$ cat config.mk
export PLATFORM = sky130hd
export DESIGN_NAME = mem_port_unit
export DESIGN_NICKNAME = d
export VERILOG_FILES = /design/src/rtl/cpu_pkg.sv /design/src/rtl/mem_timeout_cnt.sv /design/src/rtl/mem_port_unit.sv
export SDC_FILE = /design/constraint.sdc
export NUM_CORES = 1
export LEC_CHECK = 0
export BUFFER_PORTS_ARGS = -buffer_cell sky130_fd_sc_hd__buf_2
export CAP_MARGIN = 20
export CORE_MARGIN = 2
export CORE_UTILIZATION = 35
export CTS_CLUSTER_DIAMETER = 30
export DETAILED_ROUTE_END_ITERATION = 12
export GPL_TIMING_DRIVEN = 0
export HOLD_SLACK_MARGIN = 0.03
export PLACE_DENSITY = 0.7
export SLEW_MARGIN = 15
export SYNTH_ARGS = -nofsm -noshare
export SYNTH_HDL_FRONTEND = slang
export SYNTH_SLANG_ARGS = --single-unit
$ cat constraint.sdc
create_clock -name clk -period 1.75 [get_ports clk]
set_input_delay 0.35 -clock clk [delete_from_list [all_inputs] [get_ports clk]]
set_output_delay 0.35 -clock clk [all_outputs]
set_load 0.01 [all_outputs]
$ cat src/rtl/cpu_pkg.sv
// -----------------------------------------------------------------------------
// cpu_pkg
// Shared definitions for the multicycle CPU datapath blocks: MIPS opcode
// constants, the memory access-kind enumeration, the memory port FSM states
// and the NOP instruction word.
// -----------------------------------------------------------------------------
package cpu_pkg;

  // Opcode field values (instr[31:26])
  localparam logic [5:0] OP_LW     = 6'b100011;
  localparam logic [5:0] OP_SW     = 6'b101011;
  localparam logic [5:0] OP_R_TYPE = 6'b000000;
  localparam logic [5:0] OP_BGTZ   = 6'b000111;
  localparam logic [5:0] OP_ADDI   = 6'b001000;
  localparam logic [5:0] OP_JUMP   = 6'b000010;

  // sll $0,$0,0 -- the IR contents after reset
  localparam logic [31:0] NOP_INSTR = 32'h0000_0000;

  typedef enum logic [1:0] {
    KIND_NONE  = 2'd0,
    KIND_FETCH = 2'd1,
    KIND_LOAD  = 2'd2,
    KIND_STORE = 2'd3
  } access_kind_e;

  typedef enum logic {
    ST_IDLE = 1'b0,
    ST_WAIT = 1'b1
  } port_state_e;

  // Fetch has priority over store, store over load.
  function automatic access_kind_e decode_kind(input logic irwrite,
                                               input logic memwrite,
                                               input logic iord);
    access_kind_e kind;
    if (irwrite) begin
      kind = KIND_FETCH;
    end else if (memwrite) begin
      kind = KIND_STORE;
    end else if (iord) begin
      kind = KIND_LOAD;
    end else begin
      kind = KIND_NONE;
    end
    return kind;
  endfunction

endpackage

$ cat src/rtl/mem_timeout_cnt.sv
// -----------------------------------------------------------------------------
// mem_timeout_cnt
// Clearable up-counter with a terminal flag, used to bound the number of
// cycles the memory port waits for an acknowledge.
//   clk, rst_n : clock, asynchronous active-low reset
//   clr_i      : load the counter with zero (priority over en_i)
//   en_i       : increment by one
//   term_o     : counter currently holds TIMEOUT-1
// -----------------------------------------------------------------------------
module mem_timeout_cnt #(
  parameter int unsigned TIMEOUT = 64,
  parameter int unsigned CNT_W   = 8
) (
  input  logic clk,
  input  logic rst_n,
  input  logic clr_i,
  input  logic en_i,
  output logic term_o
);

  logic [CNT_W-1:0] cnt_q;
  logic [CNT_W-1:0] cnt_d;

  // Next count: clear wins over increment, otherwise hold.
  always_comb begin
    cnt_d = cnt_q;
    if (clr_i) begin
      cnt_d = {CNT_W{1'b0}};
    end else if (en_i) begin
      cnt_d = cnt_q + {{(CNT_W-1){1'b0}}, 1'b1};
    end else begin
      cnt_d = cnt_q;
    end
  end

  // Count register.
  always_ff @(posedge clk or negedge rst_n) begin
    if (!rst_n) begin
      cnt_q <= {CNT_W{1'b0}};
    end else begin
      cnt_q <= cnt_d;
    end
  end

  assign term_o = (cnt_q == CNT_W'(TIMEOUT - 1));

endmodule

$ cat src/rtl/mem_port_unit.sv
// -----------------------------------------------------------------------------
// mem_port_unit
// Memory front-end of the multicycle CPU. Turns the control FSM's
// IorD/MemWrite/IRWrite into single accesses on a variable-latency unified
// memory, holds the IR and MDR, and stalls the control FSM until the access
// finishes.
//   Control side : pc, alu_out, wdata, IorD, MemWrite, IRWrite in;
//                  Op, Funct, stall, err out
//   Memory side  : mem_req, mem_we, mem_addr (word), mem_wdata out;
//                  mem_ack, mem_rdata in
//   Registers    : instr (IR), mdr (MDR)
// -----------------------------------------------------------------------------
module mem_port_unit
  import cpu_pkg::*;
#(
  parameter int unsigned ADDR_W  = 32,
  parameter int unsigned DATA_W  = 32,
  parameter int unsigned TIMEOUT = 64
) (
  input  logic              clk,
  input  logic              rst_n,
  input  logic [ADDR_W-1:0] pc,
  input  logic [ADDR_W-1:0] alu_out,
  input  logic [DATA_W-1:0] wdata,
  input  logic              IorD,
  input  logic              MemWrite,
  input  logic              IRWrite,
  output logic              mem_req,
  output logic              mem_we,
  output logic [ADDR_W-3:0] mem_addr,
  output logic [DATA_W-1:0] mem_wdata,
  input  logic              mem_ack,
  input  logic [DATA_W-1:0] mem_rdata,
  output logic [DATA_W-1:0] instr,
  output logic [5:0]        Op,
  output logic [5:0]        Funct,
  output logic [DATA_W-1:0] mdr,
  output logic              stall,
  output logic              err
);

  port_state_e       state_q,     state_d;
  access_kind_e      req_kind_q,  req_kind_d;
  access_kind_e      last_kind_q, last_kind_d;
  logic              serviced_q,  serviced_d;
  logic              mem_req_q,   mem_req_d;
  logic              mem_we_q,    mem_we_d;
  logic [ADDR_W-3:0] mem_addr_q,  mem_addr_d;
  logic [DATA_W-1:0] mem_wdata_q, mem_wdata_d;
  logic [DATA_W-1:0] instr_q,     instr_d;
  logic [DATA_W-1:0] mdr_q,       mdr_d;
  logic              err_q,       err_d;

  access_kind_e      kind_s;
  logic [ADDR_W-1:0] addr_s;
  logic              done_s;
  logic              cnt_clr_s;
  logic              cnt_en_s;
  logic              cnt_term_s;

  assign kind_s = decode_kind(IRWrite, MemWrite, IorD);
  assign addr_s = IorD ? alu_out : pc;

  // The control FSM holds its strobes for several cycles; a request counts as
  // already done only while the same kind stays asserted.
  assign done_s = serviced_q && (kind_s == last_kind_q);

  assign stall = ((kind_s != KIND_NONE) && !done_s && (state_q == ST_IDLE)) ||
                 (state_q == ST_WAIT);

  mem_timeout_cnt #(
    .TIMEOUT (TIMEOUT),
    .CNT_W   (8)
  ) u_timeout_cnt (
    .clk    (clk),
    .rst_n  (rst_n),
    .clr_i  (cnt_clr_s),
    .en_i   (cnt_en_s),
    .term_o (cnt_term_s)
  );

  // Access FSM: issue, wait for ack or timeout, capture IR/MDR.
  always_comb begin
    state_d     = state_q;
    req_kind_d  = req_kind_q;
    last_kind_d = last_kind_q;
    serviced_d  = serviced_q;
    mem_req_d   = mem_req_q;
    mem_we_d    = mem_we_q;
    mem_addr_d  = mem_addr_q;
    mem_wdata_d = mem_wdata_q;
    instr_d     = instr_q;
    mdr_d       = mdr_q;
    err_d       = 1'b0;
    cnt_clr_s   = 1'b0;
    cnt_en_s    = 1'b0;

    case (state_q)
      ST_IDLE: begin
        if (kind_s == KIND_NONE) begin
          serviced_d = 1'b0;
        end else if (!done_s) begin
          if (addr_s[1:0] != 2'b00) begin
            // Misaligned: reject without touching memory.
            err_d       = 1'b1;
            serviced_d  = 1'b1;
            last_kind_d = kind_s;
          end else begin
            state_d     = ST_WAIT;
            req_kind_d  = kind_s;
            serviced_d  = 1'b0;
            mem_req_d   = 1'b1;
            mem_we_d    = (kind_s == KIND_STORE);
            mem_addr_d  = addr_s[ADDR_W-1:2];
            mem_wdata_d = wdata;
            cnt_clr_s   = 1'b1;
          end
        end else begin
          serviced_d = serviced_q;
        end
      end

      ST_WAIT: begin
        if (mem_ack) begin
          case (req_kind_q)
            KIND_FETCH: instr_d = mem_rdata;
            KIND_LOAD:  mdr_d   = mem_rdata;
            default:    instr_d = instr_q;
          endcase
          state_d     = ST_IDLE;
          mem_req_d   = 1'b0;
          mem_we_d    = 1'b0;
          serviced_d  = 1'b1;
          last_kind_d = req_kind_q;
        end else if (cnt_term_s) begin
          state_d     = ST_IDLE;
          mem_req_d   = 1'b0;
          mem_we_d    = 1'b0;
          err_d       = 1'b1;
          serviced_d  = 1'b1;
          last_kind_d = req_kind_q;
        end else begin
          cnt_en_s = 1'b1;
        end
      end

      default: begin
        state_d   = ST_IDLE;
        mem_req_d = 1'b0;
        mem_we_d  = 1'b0;
      end
    endcase
  end

  // State and output registers.
  always_ff @(posedge clk or negedge rst_n) begin
    if (!rst_n) begin
      state_q     <= ST_IDLE;
      req_kind_q  <= KIND_NONE;
      last_kind_q <= KIND_NONE;
      serviced_q  <= 1'b0;
      mem_req_q   <= 1'b0;
      mem_we_q    <= 1'b0;
      mem_addr_q  <= {(ADDR_W-2){1'b0}};
      mem_wdata_q <= {DATA_W{1'b0}};
      instr_q     <= DATA_W'(NOP_INSTR);
      mdr_q       <= {DATA_W{1'b0}};
      err_q       <= 1'b0;
    end else begin
      state_q     <= state_d;
      req_kind_q  <= req_kind_d;
      last_kind_q <= last_kind_d;
      serviced_q  <= serviced_d;
      mem_req_q   <= mem_req_d;
      mem_we_q    <= mem_we_d;
      mem_addr_q  <= mem_addr_d;
      mem_wdata_q <= mem_wdata_d;
      instr_q     <= instr_d;
      mdr_q       <= mdr_d;
      err_q       <= err_d;
    end
  end

  assign mem_req   = mem_req_q;
  assign mem_we    = mem_we_q;
  assign mem_addr  = mem_addr_q;
  assign mem_wdata = mem_wdata_q;
  assign instr     = instr_q;
  assign mdr       = mdr_q;
  assign err       = err_q;
  assign Op        = instr_q[31:26];
  assign Funct     = instr_q[5:0];

endmodule

==> flow_summary.json, run 1 <==
{
  "die-area_sq_um": 18500,
  "synth_warnings": 0,
  "drt_iter0_markers": 113,
  "cts_root_buf": "clkbuf_16",
  "avgSynthCellArea_sq_um": 14.7,
  "cts_max_path_buffers": 2,
  "finalHoldViolCount": 0,
  "antenna_left": 0,
  "diodes": 0,
  "path_buf_inv": 3,
  "critPathMaxFanout": 7,
  "cts.sink_count": 143,
  "ioPinCount": 276,
  "drt_first_pass_iters": 4,
  "crit_top_cell": "buf_12",
  "crit_chain": "xor2_1 > o211ai_2 > nor3_4 > buf_12 > buf_12 > buf_16 > mux2_4",
  "crit_type": "register to register",
  "hold_path.class": "primary input to register",
  "period_minus_slack_ps": 1910,
  "initial_core_util_pct": 35.6,
  "grt_pass1_wl_um": 25500,
  "grt_max_degree": 81,
  "netlist_area_sq_um": 6110,
  "crit_path_top_delay_cell": "dfrtp_1",
  "finalCritPeriodShare_pct": 109,
  "vias_per_cell": 4.74,
  "vias": 4619,
  "cp.arrival_ps": 2200,
  "drive_above_1_share_pct": 71.3,
  "hpwl_um": 11200,
  "top_layer_used": "met4",
  "cp_slowest_stage_delay_ps": 400,
  "drt_wl_total_um": 16300,
  "violations": "setup timing",
  "start_kind": "register",
  "final_util_pct": 53.7,
  "worst_pin_slew_ps": 611,
  "avgRoutedWirePerCell_um": 16.7,
  "finalSetupTns_ps": -7040,
  "outcome": "finished with violations",
  "nets": 872,
  "drc": 0,
  "fmax_ghz": 0.525,
  "finalWorstSetupSlack_ps": -156,
  "ys_seq_area_share_pct": 58.5,
  "syn_nets": 551,
  "io_buffer_count": 274,
  "antenna_found_initial": 0,
  "p_leak_nw": 4.64,
  "endpoint_kind": "register",
  "globalRouteOverflowTotal": 0,
  "core-area_sq_um": 17200,
  "die_w_um": 136,
  "crit_family": "buffers and inverters",
  "synth-seq-cells": 143,
  "max-vdd-ir-drop_mv": 0.812,
  "setup_viol": 74,
  "cts_buffers": 17,
  "num_rows": 48,
  "cts_tree": "done",
  "slew_headroom_pct": 59.3,
  "wl_met3_um": 940,
  "clk_pin_slew_ps": 70,
  "hold_ws_ps": 164,
  "place_congestion": 0.819,
  "grt.total_usage_pct": 17.9,
  "cap_viol_max_count": 0,
  "skew_ps": 9.76,
  "syn2layout_area_growth_pct": 50.8,
  "dieHeight_um": 136,
  "rsz0062_at_grt": "yes",
  "wl_met1_um": 6780,
  "r2r_setup_slack_ps": -160,
  "cp.required_ps": 2050,
  "synth.distinct_cells": 41,
  "clk_latency_ps": 410,
  "grt_pass1_vias": 4853,
  "finalMaxSlewViolations": 0,
  "synth_cells": 416,
  "htree_levels": 4,
  "met2_length_um": 8270,
  "powerDensity_nw_per_um2": 1690
}
[sequential cells by signal, indices dropped and copies added (netlist names)]
name / flops
mem_req: 1
mem_we: 1
u_timeout_cnt.cnt_q: 8
serviced_q: 1
mem_wdata: 32
instr: 32
last_kind_q: 2
mdr: 32
err: 1
req_kind_q: 2
mem_addr: 30
state_q: 1
[layout make-up]
cell class	count	area (sq um)
clock inverters	14	204
flip-flops and latches	143	3580
repair buffers	302	1790
inverters	4	15.0
multi-input cells	236	2610
plain buffers	33	307
fillers	1514	7950
well taps	225	282
clock buffers	18	439
[cell usage in the layout (no fill, tap or decap), types with 2 or more instances in the layout]
cell type,netlist,layout
dfrtp_1,143,143
bufinv_16,0,4
o21ai_0,5,5
buf_12,0,11
inv_6,0,4
clkbuf_2,0,7
buf_6,7,4
inv_1,4,4
mux2_2,154,94
or2_4,0,2
mux2_4,0,66
nor3_1,2,2
nor2_1,13,13
clkbuf_1,10,2
clkinv_4,0,2
nand4b_1,4,4
clkinvlp_4,0,2
nand3b_1,2,2
nand2_1,8,8
o31ai_1,3,2
buf_8,0,3
or3_1,4,4
xnor2_1,2,2
a21oi_2,0,2
buf_4,12,25
buf_2,3,274
xor2_1,4,4
buf_16,0,5
a21oi_1,4,2
clkbuf_16,0,18
o311ai_0,2,2
[path summary, 6_finish.rpt]
kind | startpoint | end | cells past startpoint
worst max-delay path | last_kind_q[0]$_DFFE_PN0P_ | mem_wdata[22]$_DFFE_PN0P_ | 7
worst min-delay path | wdata[26] | mem_wdata[26]$_DFFE_PN0P_ | 2
worst max register to register | last_kind_q[0]$_DFFE_PN0P_ | mem_wdata[22]$_DFFE_PN0P_ | 7
worst min register to register | mdr[28]$_DFFE_PN0P_ | mdr[28]$_DFFE_PN0P_ | 1
max in group asynchronous | rst_n | instr[10]$_DFFE_PN0P_ | 3
min in group asynchronous | rst_n | mem_addr[16]$_DFFE_PN0P_ | 2
[routing by layer]
| metal | vias up | global-route usage (%) |
|---|---|---|
| li1 | 2123 | - |
| met1 | 2315 | 21.8 |
| met2 | 156 | 29.8 |
| met4 | 0 | 6.37 |
| met3 | 25 | 5.70 |
| met5 | - | 0 |
[synthesized netlist by cell type]
cell | instances | area share (%)
a211oi_1 | 1 | 0.12
a21oi_1 | 4 | 0.33
a221o_1 | 1 | 0.16
a22o_1 | 1 | 0.14
and2_1 | 1 | 0.10
buf_1 | 1 | 0.061
buf_2 | 3 | 0.25
buf_4 | 12 | 1.5
buf_6 | 7 | 1.3
clkbuf_1 | 10 | 0.61
dfrtp_1 | 143 | 59
ha_1 | 1 | 0.20
inv_1 | 4 | 0.25
mux2_1 | 6 | 1.1
mux2_2 | 154 | 28
mux2i_1 | 1 | 0.16
nand2_1 | 8 | 0.49
nand2b_1 | 1 | 0.10
nand3_1 | 2 | 0.16
nand3b_1 | 2 | 0.25
nand4b_1 | 4 | 0.57
nor2_1 | 13 | 0.80
nor2b_1 | 1 | 0.10
nor3_1 | 2 | 0.16
nor3_4 | 1 | 0.27
nor4_1 | 1 | 0.10
o211a_1 | 1 | 0.16
o211ai_1 | 1 | 0.12
o211ai_2 | 1 | 0.20
o21a_1 | 1 | 0.12
o21ai_0 | 5 | 0.41
o311a_1 | 1 | 0.16
o311ai_0 | 2 | 0.29
o31ai_1 | 3 | 0.37
o32a_1 | 1 | 0.16
o32ai_1 | 1 | 0.14
or2_2 | 3 | 0.31
or3_1 | 4 | 0.41
or4_1 | 1 | 0.12
xnor2_1 | 2 | 0.29
xor2_1 | 4 | 0.57
[what timing repair did]
action | in CTS | in global routing
setup endpoints to repair | 137 | 75
cloned | 6 | 1
hold buffers | 1 | 0
setup buffers | 14 | 9
pin swaps | 3 | 6
endpoints found under the hold margin | 63 | 0
gates resized for setup | 83 | 14
[metrics by stage]
stage,std cells,total power [mW],worst slack [ps],area [sq um]
after CTS,969,15.6,-142,9150
after floorplan,416,8.54,-63.9,6190
after global routing,975,16.5,-227,9220
final,975,15.6,-156,9220
after detailed placement,916,10.9,-421,7880
after global placement,915,10.7,-1790,7840
[where the power goes]
| part | switching [mW] | internal (mW) | leakage (nW) |
|---|---|---|---|
| Clock | 1.49 | 2.46 | 0.310 |
| Sequential | 0.825 | 4.80 | 1.75 |
| Combinational | 2.54 | 3.46 | 2.58 |
[logic make-up after synthesis]
family | after synthesis | synth area share, %
simple gates | 44 | 3.95
fa+ha+maj | 1 | 0.205
mux | 161 | 29.6
xor+xnor | 6 | 0.859
flops | 143 | 58.5
compound gates | 24 | 2.91
buf+inv | 37 | 3.93
(Power assumes the default switching activity.)
==> inputs of run 2 (changes only) <==
- CTS_BUF_LIST: default -> sky130_fd_sc_hd__clkbuf_4 sky130_fd_sc_hd__clkbuf_8
==> run 2 against run 1 <==
The flow still finishes with violations (setup timing). Total power down 7.0%. Global-route usage fell by 0.89 points. Largest power group unchanged. Clock-buffer cell count did not move. Wire length decreased by 2.8%. Maximum frequency increased by 1.0%. Largest cell class unchanged. Design area shrank 3.1%. First-iteration DRC count rose by 11%. Core utilization shrank 1.7 points. Worst hold slack worse by 23 ps. Via count decreased by 1.4%. Highest routed layer unchanged. Sequential power about the same.
==> flow_summary.json, run 2 (same netlist as run 1, synthesis figures left out) <==
{
  "antenna_found_initial": 0,
  "cts_root_buf": "clkbuf_8",
  "layout_common_cells": "buf_2 (274), dfrtp_1 (143), mux2_2 (98), mux2_4 (62), buf_4 (22)",
  "fmax_ghz": 0.530,
  "core-area_sq_um": 17200,
  "die_w_um": 136,
  "finalMaxSlewViolations": 0,
  "critPathMaxFanout": 5,
  "drt_iter0_markers": 125,
  "num_rows": 48,
  "grt_max_degree": 81,
  "final_util_pct": 52.0,
  "finalCritPeriodShare_pct": 108,
  "hold_end": "mem_wdata[26]$_DFFE_PN0P_",
  "drc": 0,
  "r2r-end": "mem_addr[13]$_DFFE_PN0P_",
  "period_minus_slack_ps": 1890,
  "fillers": 1550,
  "reg2reg_depth": 8,
  "mostFrequentLayoutCell": "buf_2",
  "finalSetupTns_ps": -7170,
  "grt_pass1_wl_um": 24200,
  "violations": "setup timing",
  "finalWorstSetupSlack_ps": -137,
  "grt_pass1_vias": 4764,
  "drt_first_pass_iters": 4,
  "max-vdd-ir-drop_mv": 0.904,
  "cp-startpoint": "last_kind_q[0]$_DFFE_PN0P_",
  "globalRouteOverflowTotal": 0,
  "cap_viol_max_count": 0,
  "diodes": 0,
  "place_congestion": 0.819,
  "outcome": "finished with violations",
  "avgRoutedWirePerCell_um": 16.4,
  "drive_above_1_share_pct": 71.0,
  "crit_type": "register to register",
  "worst_pin_slew_ps": 617,
  "final_cells": 969,
  "antenna_left": 0,
  "vias_per_cell": 4.70,
  "worst_hold_startpoint": "wdata[26]",
  "slew_headroom_pct": 58.9,
  "r2r_setup_slack_ps": -140,
  "timing.rr.start": "last_kind_q[0]$_DFFE_PN0P_",
  "drt_wl_total_um": 15900,
  "finalHoldViolCount": 0,
  "syn2layout_area_growth_pct": 46.1,
  "skew_ps": 8.53,
  "dieHeight_um": 136,
  "cts_tree": "done",
  "htree_levels": 4,
  "initial_core_util_pct": 35.6,
  "powerDensity_nw_per_um2": 1620,
  "cp.arrival_ps": 2210,
  "rsz0062_at_grt": "yes",
  "io_buffer_count": 274,
  "p_leak_nw": 4.50,
  "start_kind": "register",
  "grt.total_usage_pct": 17.0,
  "cts_max_path_buffers": 2,
  "setup_viol": 75,
  "hold_ws_ps": 141,
  "min_path_cells": 2,
  "cts.sink_count": 143,
  "cp.required_ps": 2080,
  "ioPinCount": 276,
  "endpoint_kind": "register",
  "hold_path.class": "primary input to register",
  "vias": 4556,
  "clk_latency_ps": 430,
  "nets": 866,
  "die-area_sq_um": 18500,
  "hpwl_um": 11200,
  "cts_buffers": 17,
  "dpl.cell_count": 916,
  "clk_pin_slew_ps": 90
}
[run 2: per-layer routing]
metal	GRT usage, %	wire length (um)	part of all wire [%]	vias to the layer above
met4	8.28	421	2.7	0
met3	4.92	896	5.6	32
li1	-	-	-	2107
met2	27.8	7940	50	156
met5	0	0	0	-
met1	20.6	6610	42	2261
[run 2: what timing repair did]
item,in CTS,in global routing
cloned,2,5
setup endpoints to repair,137,87
pin swaps,3,5
hold buffers,1,0
setup buffers,11,5
endpoints found under the hold margin,63,0
gates resized for setup,53,34
[run 2: power by group]
part / internal [mW] / leakage [nW] / switching [mW] / total [mW]
clock network: 1.62 / 0.223 / 1.34 / 2.96
registers: 4.79 / 1.75 / 0.833 / 5.62
logic: 3.39 / 2.53 / 2.50 / 5.89
total: 9.80 / 4.50 / 4.67 / 14.5
[run 2: area by class of cell]
cell class | instances | area, sq um | share of cell area (%)
Multi-Input combinational cell | 236 | 2590 | 29.0
Sequential cell | 143 | 3580 | 40.1
Tap cell | 225 | 282 | 3.15
Inverter | 4 | 15.0 | 0.168
Timing Repair Buffer | 297 | 1710 | 19.2
Clock buffer | 18 | 248 | 2.77
Buffer | 32 | 302 | 3.38
Clock inverter | 14 | 204 | 2.28
[run 2: worst max path at each step]
stage	to	slack (ps)	cells after the start
3_5_place_dp	mem_wdata[7]$_DFFE_PN0P_	-420	6
2_1_floorplan	mem_wdata[12]$_DFFE_PN0P_	-60	5
5_1_grt	mem_addr[0]$_DFFE_PN0P_	-210	8
6_report	mem_addr[13]$_DFFE_PN0P_	-140	8
4_1_cts	mem_addr[15]$_DFFE_PN0P_	-130	8
3_3_place_gp	instr[3]$_DFFE_PN0P_	-1790	1
[run 2: metrics by stage]
stage	instance area, sq um	power (mW)	setup WS, ps
3_5_place_dp	7880	10.9	-421
3_3_place_gp	7840	10.7	-1790
2_1_floorplan	6190	8.54	-63.9
4_1_cts	8670	14.3	-130
5_1_grt	8930	15.4	-211
6_report	8930	14.5	-137
[run 2: worst max-delay path, stage by stage (launching register included)]
cell and delay [ps]:
dfrtp_1 420, xor2_1 210, o211ai_2 140, buf_6 150, nor3_4 110, buf_6 150, buf_12 140, clkbuf_16 150
mux2_2 320
